[config.mk]
export PLATFORM = sky130hd
export DESIGN_NAME = vector_mac_seq
export DESIGN_NICKNAME = d
export VERILOG_FILES = /design/src/rtl/vmac_pkg.sv /design/src/rtl/vector_mac_seq.sv
export SDC_FILE = /design/constraint.sdc
export NUM_CORES = 1
export LEC_CHECK = 0
export CAP_MARGIN = 20
export CORE_AREA = 2 2 305 307
export DETAILED_ROUTE_END_ITERATION = 10
export DIE_AREA = 0 0 307 309
export DONT_BUFFER_PORTS = 1
export PLACE_DENSITY_LB_ADDON = 0.12
export SLEW_MARGIN = 20
export SYNTH_ARGS = -nofsm -noshare
export SYNTH_HDL_FRONTEND = slang
export SYNTH_SLANG_ARGS = --single-unit
export TNS_END_PERCENT = 20
[constraint.sdc]
create_clock -name clk -period 3 [get_ports clk]
set_input_delay 0.6 -clock clk [delete_from_list [all_inputs] [get_ports clk]]
set_output_delay 0.6 -clock clk [all_outputs]
set_load 0.05 [all_outputs]
[src/rtl/vmac_pkg.sv]
// Shared types and constants for the vector MAC job sequencer.
package vmac_pkg;
  localparam int VMAC_LANES      = 32;
  localparam int VMAC_PIPE_DEPTH = 6;

  typedef enum logic [1:0] {
    IDLE   = 2'd0,
    STREAM = 2'd1,
    DRAIN  = 2'd2,
    DONE   = 2'd3
  } vmac_seq_state_t;
endpackage

[src/rtl/vector_mac_seq.sv]
// Job sequencer in front of the 32-lane vector_mac: streams cmd_len beats into the MAC,
// waits for the adder tree to drain, then returns mac_out delta as the job sum.
module vector_mac_seq
  import vmac_pkg::*;
#(
  parameter int ACC_WIDTH = 27,
  parameter int VEC_WIDTH = 10,
  parameter int LEN_WIDTH = 16
) (
  input  logic                  clk,
  input  logic                  rst,
  input  logic                  cmd_valid,
  input  logic [LEN_WIDTH-1:0]  cmd_len,
  output logic                  cmd_ready,
  input  logic                  beat_valid,
  input  logic [VEC_WIDTH-1:0]  beat_data [VMAC_LANES-1:0],
  input  logic [VMAC_LANES-1:0] beat_sel,
  output logic                  beat_ready,
  output logic [VEC_WIDTH-1:0]  mac_in_data [VMAC_LANES-1:0],
  output logic [VMAC_LANES-1:0] mac_in_sel,
  input  logic [ACC_WIDTH-1:0]  mac_out,
  input  logic                  mac_out_ready,
  output logic                  res_valid,
  output logic [ACC_WIDTH-1:0]  res_data,
  input  logic                  res_ready,
  output logic                  busy
);

  vmac_seq_state_t      r_state, w_next;
  logic [ACC_WIDTH-1:0] r_base;
  logic [ACC_WIDTH-1:0] r_res_data;
  logic [LEN_WIDTH-1:0] r_remaining;
  logic                 w_cmd_fire;
  logic                 w_beat_fire;

  // Accepting only with the MAC drained keeps in-flight partial sums out of the base snapshot.
  assign cmd_ready   = (r_state == IDLE) && mac_out_ready;
  assign beat_ready  = (r_state == STREAM);
  assign w_cmd_fire  = cmd_valid && cmd_ready;
  assign w_beat_fire = beat_valid && beat_ready;

  assign mac_in_data = beat_data;
  assign mac_in_sel  = w_beat_fire ? beat_sel : '0;
  assign res_valid   = (r_state == DONE);
  assign res_data    = r_res_data;
  assign busy        = (r_state != IDLE);

  always_comb begin
    w_next = r_state;
    case (r_state)
      IDLE:    if (w_cmd_fire) w_next = (cmd_len == '0) ? DONE : STREAM;
      STREAM:  if (w_beat_fire && (r_remaining == LEN_WIDTH'(1))) w_next = DRAIN;
      DRAIN:   if (mac_out_ready) w_next = DONE;
      DONE:    if (res_ready) w_next = IDLE;
      default: w_next = IDLE;
    endcase
  end

  always_ff @(posedge clk or negedge rst) begin
    if (!rst) begin
      r_state     <= IDLE;
      r_base      <= '0;
      r_remaining <= '0;
      r_res_data  <= '0;
    end else begin
      r_state <= w_next;
      case (r_state)
        IDLE: if (w_cmd_fire) begin
          r_base      <= mac_out;
          r_remaining <= cmd_len;
          if (cmd_len == '0) r_res_data <= '0;
        end
        STREAM: if (w_beat_fire) r_remaining <= r_remaining - LEN_WIDTH'(1);
        // Accumulator is never cleared; unsigned wrap makes the delta correct across rollover.
        DRAIN: if (mac_out_ready) r_res_data <= mac_out - r_base;
        default: ;
      endcase
    end
  end

endmodule

# ---- Word-level counts from Yosys, hierarchy flattened
# Index checks and enable logic that the tools add are counted.
dict set report word_totals {
  regBits 72
  out_inout_bits 383
  wordCells 43
}
dict set report op_classes {
  add_sub_neg 2
  eq_ne 10
  mux 14
  n_reduce_logical 13
}
# op n
set op_table {}
lappend op_table {{two-way mux 27 bit} 3}
lappend op_table {{one-hot mux 27 bit (2 select lines)} 1}
lappend op_table {{two-way mux 16 bit} 2}
lappend op_table {{two-way mux 32 bit} 1}
lappend op_table {{one-hot mux 16 bit (2 select lines)} 1}
lappend op_table {{subtractor 27 bit} 1}
lappend op_table {{== test 16 x 1 -> 1 bit, second input constant} 1}
lappend op_table {{zero test 16 bit} 1}
lappend op_table {{subtractor 16 x 1 -> 16 bit, second input constant} 1}
lappend op_table {{two-way mux 2 bit} 5}
lappend op_table {{inequality test 2 x 1 -> 1 bit, second input constant} 4}
lappend op_table {{one-hot mux 2 bit (4 select lines)} 1}
lappend op_table {{AND reduction 4 bit} 2}
lappend op_table {{nonzero test 2 bit} 3}
lappend op_table {{== test 2 bit, second input constant} 2}
lappend op_table {{logical AND 1 bit} 4}
lappend op_table {{inequality test 2 bit, second input constant} 2}
lappend op_table {{AND reduction 3 bit} 1}
lappend op_table {{== test 2 x 1 -> 1 bit, second input constant} 1}
lappend op_table {{zero test 2 bit} 1}
lappend op_table {{AND reduction 2 bit} 1}

# ---- Logic depth before layout (Yosys ltp)
# Gate-level depths: netlist of run 1.
dict set report logic_depth {
  word_depth 5
  mapped_depth 9
  mapped_depth_nobuf 9
}

# ---- Worst setup path after synthesis of run 1
# Ideal clock, no wire load.
dict set report synth_timing {
  kind {register to output}
  startpoint {reg r_state[1]}
  endpoint {out mac_in_sel[22]}
  arrival_time_ps 2047
  path_slack_ps 353
  path_stages_with_launch 6
  path_buffers 2
  path_cell_list {dfrtp_1 > inv_1 > ha_1 > clkbuf_1 > clkbuf_1 > and3_1}
}
dict set report synth_between {
  elab_chain_cells 3
}
# item line_no
set synth_rtl {}
lappend synth_rtl {{start, declared} vector_mac_seq.sv:29} ;# vmac_seq_state_t r_state, w_next;
lappend synth_rtl {{start signal, assigned} vector_mac_seq.sv:66} ;# r_state <= w_next;
lappend synth_rtl {{== test 2 x 1 -> 1 bit} vector_mac_seq.sv:38} ;# assign beat_ready = (r_state == STREAM);
lappend synth_rtl {{via beat_ready} vector_mac_seq.sv:18} ;# output logic beat_ready,
lappend synth_rtl {{logical AND 1 bit} vector_mac_seq.sv:40} ;# assign w_beat_fire = beat_valid && beat_ready;
lappend synth_rtl {{two-way mux 32 bit} vector_mac_seq.sv:43} ;# assign mac_in_sel = w_beat_fire ? beat_sel : '0;
lappend synth_rtl {{end, declared} vector_mac_seq.sv:20} ;# output logic [VMAC_LANES-1:0] mac_in_sel,
# The timed path passes the listed nets, and every way through them passes these cells.

# ---- Final worst setup path of run 1
dict set report layout_timing {
  startpoint {reg r_state[1]}
  endpoint {out mac_in_sel[14]}
}
dict set report layout_between {
  elab_chain_cells 3
}
# item line_no
set layout_rtl {}
lappend layout_rtl {{== test 2 x 1 -> 1 bit} vector_mac_seq.sv:38}
lappend layout_rtl {{logical AND 1 bit} vector_mac_seq.sv:40}
lappend layout_rtl {{two-way mux 32 bit} vector_mac_seq.sv:43}
# No other way between the ends.

==> metrics, run 1 <==
actual slew at the worst max-slew pin 0.897 ns; Final Total Pwr 7.87 mW; Max Freq 365 MHz; detailed placement HPWL 29.7 mm; leakage 2.73 nW; clk_lat worst skew 0.38 ns; Vias 5190; launch point of the worst reg-to-reg path r_base[17]; first-pass GRT wire length 47.2 mm; Syn Area/Cell 8.22 µm²; nets 1067; r2r endpoint res_data[26]; Routed WL 35.6 mm; RSZ-0062 raised after global routing no; wire length per cell 19.5 µm; row cnt 111; WP data required 2.40 ns; Ys Warns 0; placed cell areas 6920 µm²; Worst R2R Path Depth 8; outcome finished clean; design area 7260 µm²; Seq/Total Area, Yosys 23.9%; drt first-iter violations 254; Post-route DRC 0; wire length on met2 17.2 mm; ANT nets after route 0; GRT Overall Usage 7.30%; Max Cap Viol 0; Die X 307 µm; PwrDens 1080 nW/µm²; gpl congestion 0.685; cell area after synthesis 7540 µm²; area delta synth->final -3.80%; CP Launch Type flop; Multi-input gate area 3090 µm²; Seq cells post-synth 72; Post-Route Setup TNS 0 ns; Clock Tree Buf Depth 2; Synth Flop Type dfrtp_1; Placed Instances 1806; hold_buf cts 1; Clk pin slew, worst setup/hold paths 0.08 ns; vias per cell 2.84; crit end category output port; largest net degree at the start of global routing 73; HP Class in -> async; Fillers 10705; cells after synthesis 917; IO Count 784; Post-CTS Resized 0; post-synthesis cell type count 70; wl on met1 11.5 mm; max_slew headroom 40.2%; final worst-path cycle share 91.3%; layout cells sized above 1 17.3%; max layer used met5; Max Slew Vio Count 0; asr flop ratio synth 100%; worst setup path class reg -> out; Reg area 1800 µm²; vias in the first global route 5448; 1st-pass router iterations 4; initial antenna violation count 15; root buffer cell clkbuf_16; Post-synth EDFFs 0; Port Buffer Count 0; # setup viols final 0; post-layout minimum cycle time 2.74 ns; die height 309 µm; wire length on met3 5.03 mm; critical path arrival 2.14 ns; TritonCTS clock tree built; clock skew 0.0184 ns; grt ovf 0; Num CTS Buffers 9; R2R Setup Slk 0.48 ns; initial cell density of the core 8.25%; Die Area 94900 µm²; postcts setup bufs 0; Post-Syn Nets 1352; final hold viol count 0; non-filler cells, final 1826; CTS H-tree lvls 3; Core Area 91400 µm²; Max IR drop VDD 283 µV; crit path max fanout 28; CTS Sinks 72
==> where the power goes <==
group	switching, mW	total [mW]	internal, mW
clock	0.557	1.21	0.654
combinational	2.58	4.13	1.55
sequential	1.09	2.53	1.44
==> cell type report <==
cell class                      count  area share, %
Sequential cell                    72           24.8
Clock buffer                        9           3.10
Inverter                           43           2.22
Multi-Input combinational cell    454           42.5
Antenna cell                        3          0.103
Timing Repair Buffer               52           5.66
Clock inverter                      7           1.09
Tap cell                         1186           20.5
==> kinds of logic after synthesis <==
kind of cell | count (synthesis) | synth area share [%]
mux | 27 | 4.00
xor+xnor | 11 | 1.28
buf+inv | 391 | 35.5
flops | 72 | 23.9
compound gates | 173 | 14.9
simple gates | 209 | 14.7
fa+ha+maj | 34 | 5.74
==> how the worst max path moves through the flow <==
| stage | startpoint | endpoint | cells after the start | slack (ns) |
|---|---|---|---|---|
| 6_report | r_state[1] | mac_in_sel[14] | 4 | 0.26 |
| 5_1_grt | r_state[1] | mac_in_sel[14] | 4 | 0.10 |
| 4_1_cts | r_state[1] | mac_in_sel[14] | 4 | 0.18 |
| 3_5_place_dp | mac_out[0] | res_data[24] | 10 | 0.22 |
| 3_3_place_gp | mac_out[0] | res_data[24] | 10 | 0.23 |
| 2_1_floorplan | r_state[1] | mac_in_sel[22] | 5 | 0.35 |
==> per-stage QoR <==
stage | hold slack, ns | setup slack, ns | utilization (%)
CTS | 0.112 | 0.180 | 7.93
detailed placement | 0.307 | 0.224 | 7.57
floorplan | 0.304 | 0.353 | -
global placement | 0.307 | 0.232 | 7.57
finish | 0.110 | 0.262 | 7.94
global route | 0.120 | 0.102 | 7.93
==> layout by cell type (no fill, tap or decap), drive strengths merged, types with 4 or more instances in the layout <==
cell type | netlist | routed
and3 | 35 | 35
ha | 33 | 33
or4 | 4 | 4
a32o | 7 | 7
buf | 327 | 52
o21ai | 51 | 51
nor4 | 9 | 9
a31oi | 4 | 4
or3 | 9 | 9
nand2b | 7 | 7
nand3 | 18 | 18
xnor2 | 6 | 6
nor3 | 9 | 9
a21o | 4 | 4
nand2 | 52 | 52
clkbuf | 21 | 9
a21oi | 59 | 59
o21a | 5 | 5
o22ai | 7 | 7
nor2 | 31 | 31
nor2b | 5 | 5
nand3b | 4 | 4
nand4 | 11 | 11
and2 | 7 | 7
mux2 | 25 | 25
xor2 | 5 | 5
dfrtp | 72 | 72
inv | 43 | 45
==> state kept, by name, summed over array words and instances (netlist names) <==
register and flops:
r_base 27, r_remaining 16, r_state 2, res_data 27
==> per-layer routing <==
metal	vias up	GRT usage [%]
li1	2260	-
met5	-	0
met4	4	3.77
met2	373	12.4
met3	162	4.74
met1	2391	6.69
==> worst max-delay path, stage by stage, from the launching register on <==
cell,delay (ns)
dfrtp_1,0.41
inv_1,0.15
ha_4,0.31
buf_4,0.31
and3_1,0.55
==> cell usage after synthesis, types with 8 or more instances <==
master | number | share of area (%)
nand4_1 | 11 | 0.91
ha_1 | 33 | 5.5
mux2_2 | 25 | 3.7
clkbuf_1 | 21 | 1.0
dfrtp_1 | 72 | 24
inv_1 | 43 | 2.1
and3_1 | 35 | 2.9
a21oi_1 | 56 | 3.7
nor2_1 | 31 | 1.5
or3_1 | 9 | 0.75
nand2_1 | 52 | 2.6
buf_4 | 320 | 32
o21ai_0 | 50 | 3.3
nor3_1 | 9 | 0.60
nor4_1 | 8 | 0.66
nand3_1 | 18 | 1.2
Note: power is estimated with default switching activity, not from simulation.
==> run 2: changes to the inputs <==
Settings changed: PLACE_DENSITY set to 0.3, PLACE_DENSITY_LB_ADDON 0.12 to not set.
==> run 2 against run 1 <==
Effect of this change:
- sequential share of layout area up 0.39 points
- first-iteration DRC count up 31%
- final cell count down 0.77%
- register-to-register slack about the same
- clock-buffer cell count unchanged
- worst setup slack worse by 0.062 ns
- die area unchanged
- combinational power down 4%
- worst hold slack better by 0.0098 ns
- critical path type unchanged
- critical endpoint is now mac_in_sel[23]
- largest power group unchanged
- highest routed layer unchanged
==> metrics, run 2 (same netlist as run 1, synthesis figures left out) <==
post-layout minimum cycle time 2.80 ns (+0.0617 ns); Die Area 94900 µm² (unchanged); slowest CP cell ha_4; slowest stage delay, CP 0.55 ns (about the same); non-filler cells, final 1812 (-0.77%); layout cells sized above 1 15.7% (-1.6 points); Fillers 10666 (-0.36%); vias per cell 2.90 (+1.9%); # setup viols final 0 (unchanged); crit path max fanout 55 (+96%); IO Count 784 (unchanged); CTS Sinks 72 (unchanged); Port Buffer Count 0 (unchanged); row cnt 111 (unchanged); family with the most delay on the worst path adder cells; Post-Route Setup TNS 0 ns (unchanged); max_slew headroom 34.8% (-5.4 points); vias in the first global route 5303 (-2.7%); launch point of the worst reg-to-reg path r_base[0]; area delta synth->final -5.28%; Post-CTS Resized 0 (unchanged); detailed placement HPWL 27.5 mm (-7.5%); initial cell density of the core 8.25% (unchanged); clock skew 0.0114 ns (-0.00709 ns); grt ovf 0 (unchanged); Max Freq 357 MHz (-2.2%); Num CTS Buffers 9 (unchanged); Clk pin slew, worst setup/hold paths 0.08 ns (about the same); clk_lat worst skew 0.38 ns (about the same); outcome finished clean; final worst-path cycle share 93.3% (+2.1 points); final hold viol count 0 (unchanged); WP buf/inv 2 (unchanged); Max IR drop VDD 472 µV (+67%); critical path arrival 2.20 ns (+0.06 ns); HP Class in -> async; Vias 5247 (+1.1%); die height 309 µm (unchanged); actual slew at the worst max-slew pin 0.978 ns (+0.0811 ns); CTS H-tree lvls 3 (unchanged); Max Slew Vio Count 0 (unchanged); CP Launch Type flop; Post-route DRC 0 (unchanged); most common cell after layout, fill and taps aside dfrtp_1; Core Area 91400 µm² (unchanged); commonest non-fill, non-tap cells in the layout dfrtp_1 (72), a21oi_1 (55), nand2_1 (52); Worst R2R Path Depth 9 (+1); crit end category output port; Routed WL 33.7 mm (-5.2%); crit-path cells inv_1, ha_4, and3_1, buf_4; drt first-iter violations 333 (+31%); Max Cap Viol 0 (unchanged); Die X 307 µm (unchanged); R2R Setup Slk 0.49 ns (about the same); leakage 2.66 nW (-2.6%); ANT nets after route 0 (unchanged); 1st-pass router iterations 5 (+1); wire length per cell 18.6 µm (-4.5%); first-pass GRT wire length 44.0 mm (-6.6%); Clock Tree Buf Depth 2 (unchanged); largest net degree at the start of global routing 73 (unchanged); initial antenna violation count 6 (-9); root buffer cell clkbuf_16; RSZ-0062 raised after global routing no; gpl congestion 0.766 (+12%); r2r endpoint res_data[24]; PwrDens 1070 nW/µm² (-1.8%); worst setup path class reg -> out; GRT Overall Usage 6.84% (-0.46 points); WP data required 2.40 ns (about the same); TritonCTS clock tree built; nets 1055 (-1.1%); Placed Instances 1794 (-0.66%)
run 2: cell types whose count changed in the layout (fill, tap and decap cells not counted), sizes merged:
| cell | previous run | this run |
|---|---|---|
| clkinvlp | 2 | 3 |
| diode | 3 | 1 |
| bufinv | 1 | 0 |
| buf | 52 | 40 |
| inv | 45 | 47 |
| clkinv | 2 | 0 |
run 2: how the worst max path moves through the flow:
stage	startpoint	to	slack, ns	cells after the start
final	r_state[1]	mac_in_sel[23]	0.20	4
after global routing	r_state[1]	mac_in_sel[30]	0.03	4
after CTS	r_state[1]	mac_in_sel[23]	0.07	4
after detailed placement	mac_out[0]	res_data[22]	0.20	10
after global placement	mac_out[0]	res_data[20]	0.22	9
after floorplan	r_state[1]	mac_in_sel[22]	0.35	5
run 2: worst reg2reg max path, delay by kind of cell, from the launching register on:
| kind | cells | cell delay, ns |
|---|---|---|
| AO/OA/AOI/OAI | 4 | 0.96 |
| adder cells (fa/ha/maj) | 2 | 0.65 |
| buffers and inverters | 1 | 0.18 |
| flip-flops | 1 | 0.38 |
| AND/OR/NAND/NOR | 2 | 0.28 |
run 2: metrics by stage:
| stage | cell area, µm² | utilization (%) | hold WS (ns) | setup WS, ns | power [mW] |
|---|---|---|---|---|---|
| global placement | 6830 | 7.47 | 0.312 | 0.217 | 6.52 |
| CTS | 7140 | 7.82 | 0.104 | 0.0748 | 7.79 |
| global route | 7140 | 7.82 | 0.126 | 0.0274 | 8.26 |
| detailed placement | 6830 | 7.47 | 0.312 | 0.201 | 6.54 |
| finish | 7140 | 7.82 | 0.120 | 0.200 | 7.61 |
| floorplan | 7540 | - | 0.304 | 0.353 | 6.28 |
run 2: cell type report:
type,instances,area (µm²),area share [%]
Multi-Input combinational cell,454,3090,43.2
Sequential cell,72,1800,25.2
Clock buffer,9,225,3.15
Antenna cell,1,2.50,0.0350
Timing Repair Buffer,40,320,4.48
Inverter,43,161,2.26
Clock inverter,7,62.6,0.876
Tap cell,1186,1480,20.8
run 2: report_power, final:
| part | internal (mW) | switching [mW] | total, mW |
|---|---|---|---|
| logic | 1.47 | 2.49 | 3.97 |
| registers | 1.44 | 1.07 | 2.51 |
| clock network | 0.578 | 0.556 | 1.13 |
run 2: per-layer routing:
| layer | routed length, µm | track usage, % | vias up |
|---|---|---|---|
| met1 | 11700 | 6.72 | 2426 |
| met5 | 83 | 0.556 | - |
| met2 | 15200 | 10.7 | 424 |
| met4 | 1850 | 4.15 | 4 |
| li1 | - | - | 2232 |
| met3 | 4880 | 4.45 | 161 |
run 2: timing repair:
item / CTS / global route
endpoints found under the hold margin: 72 / 0
buffers inserted: 0 / 0
hold buffers: 1 / 0
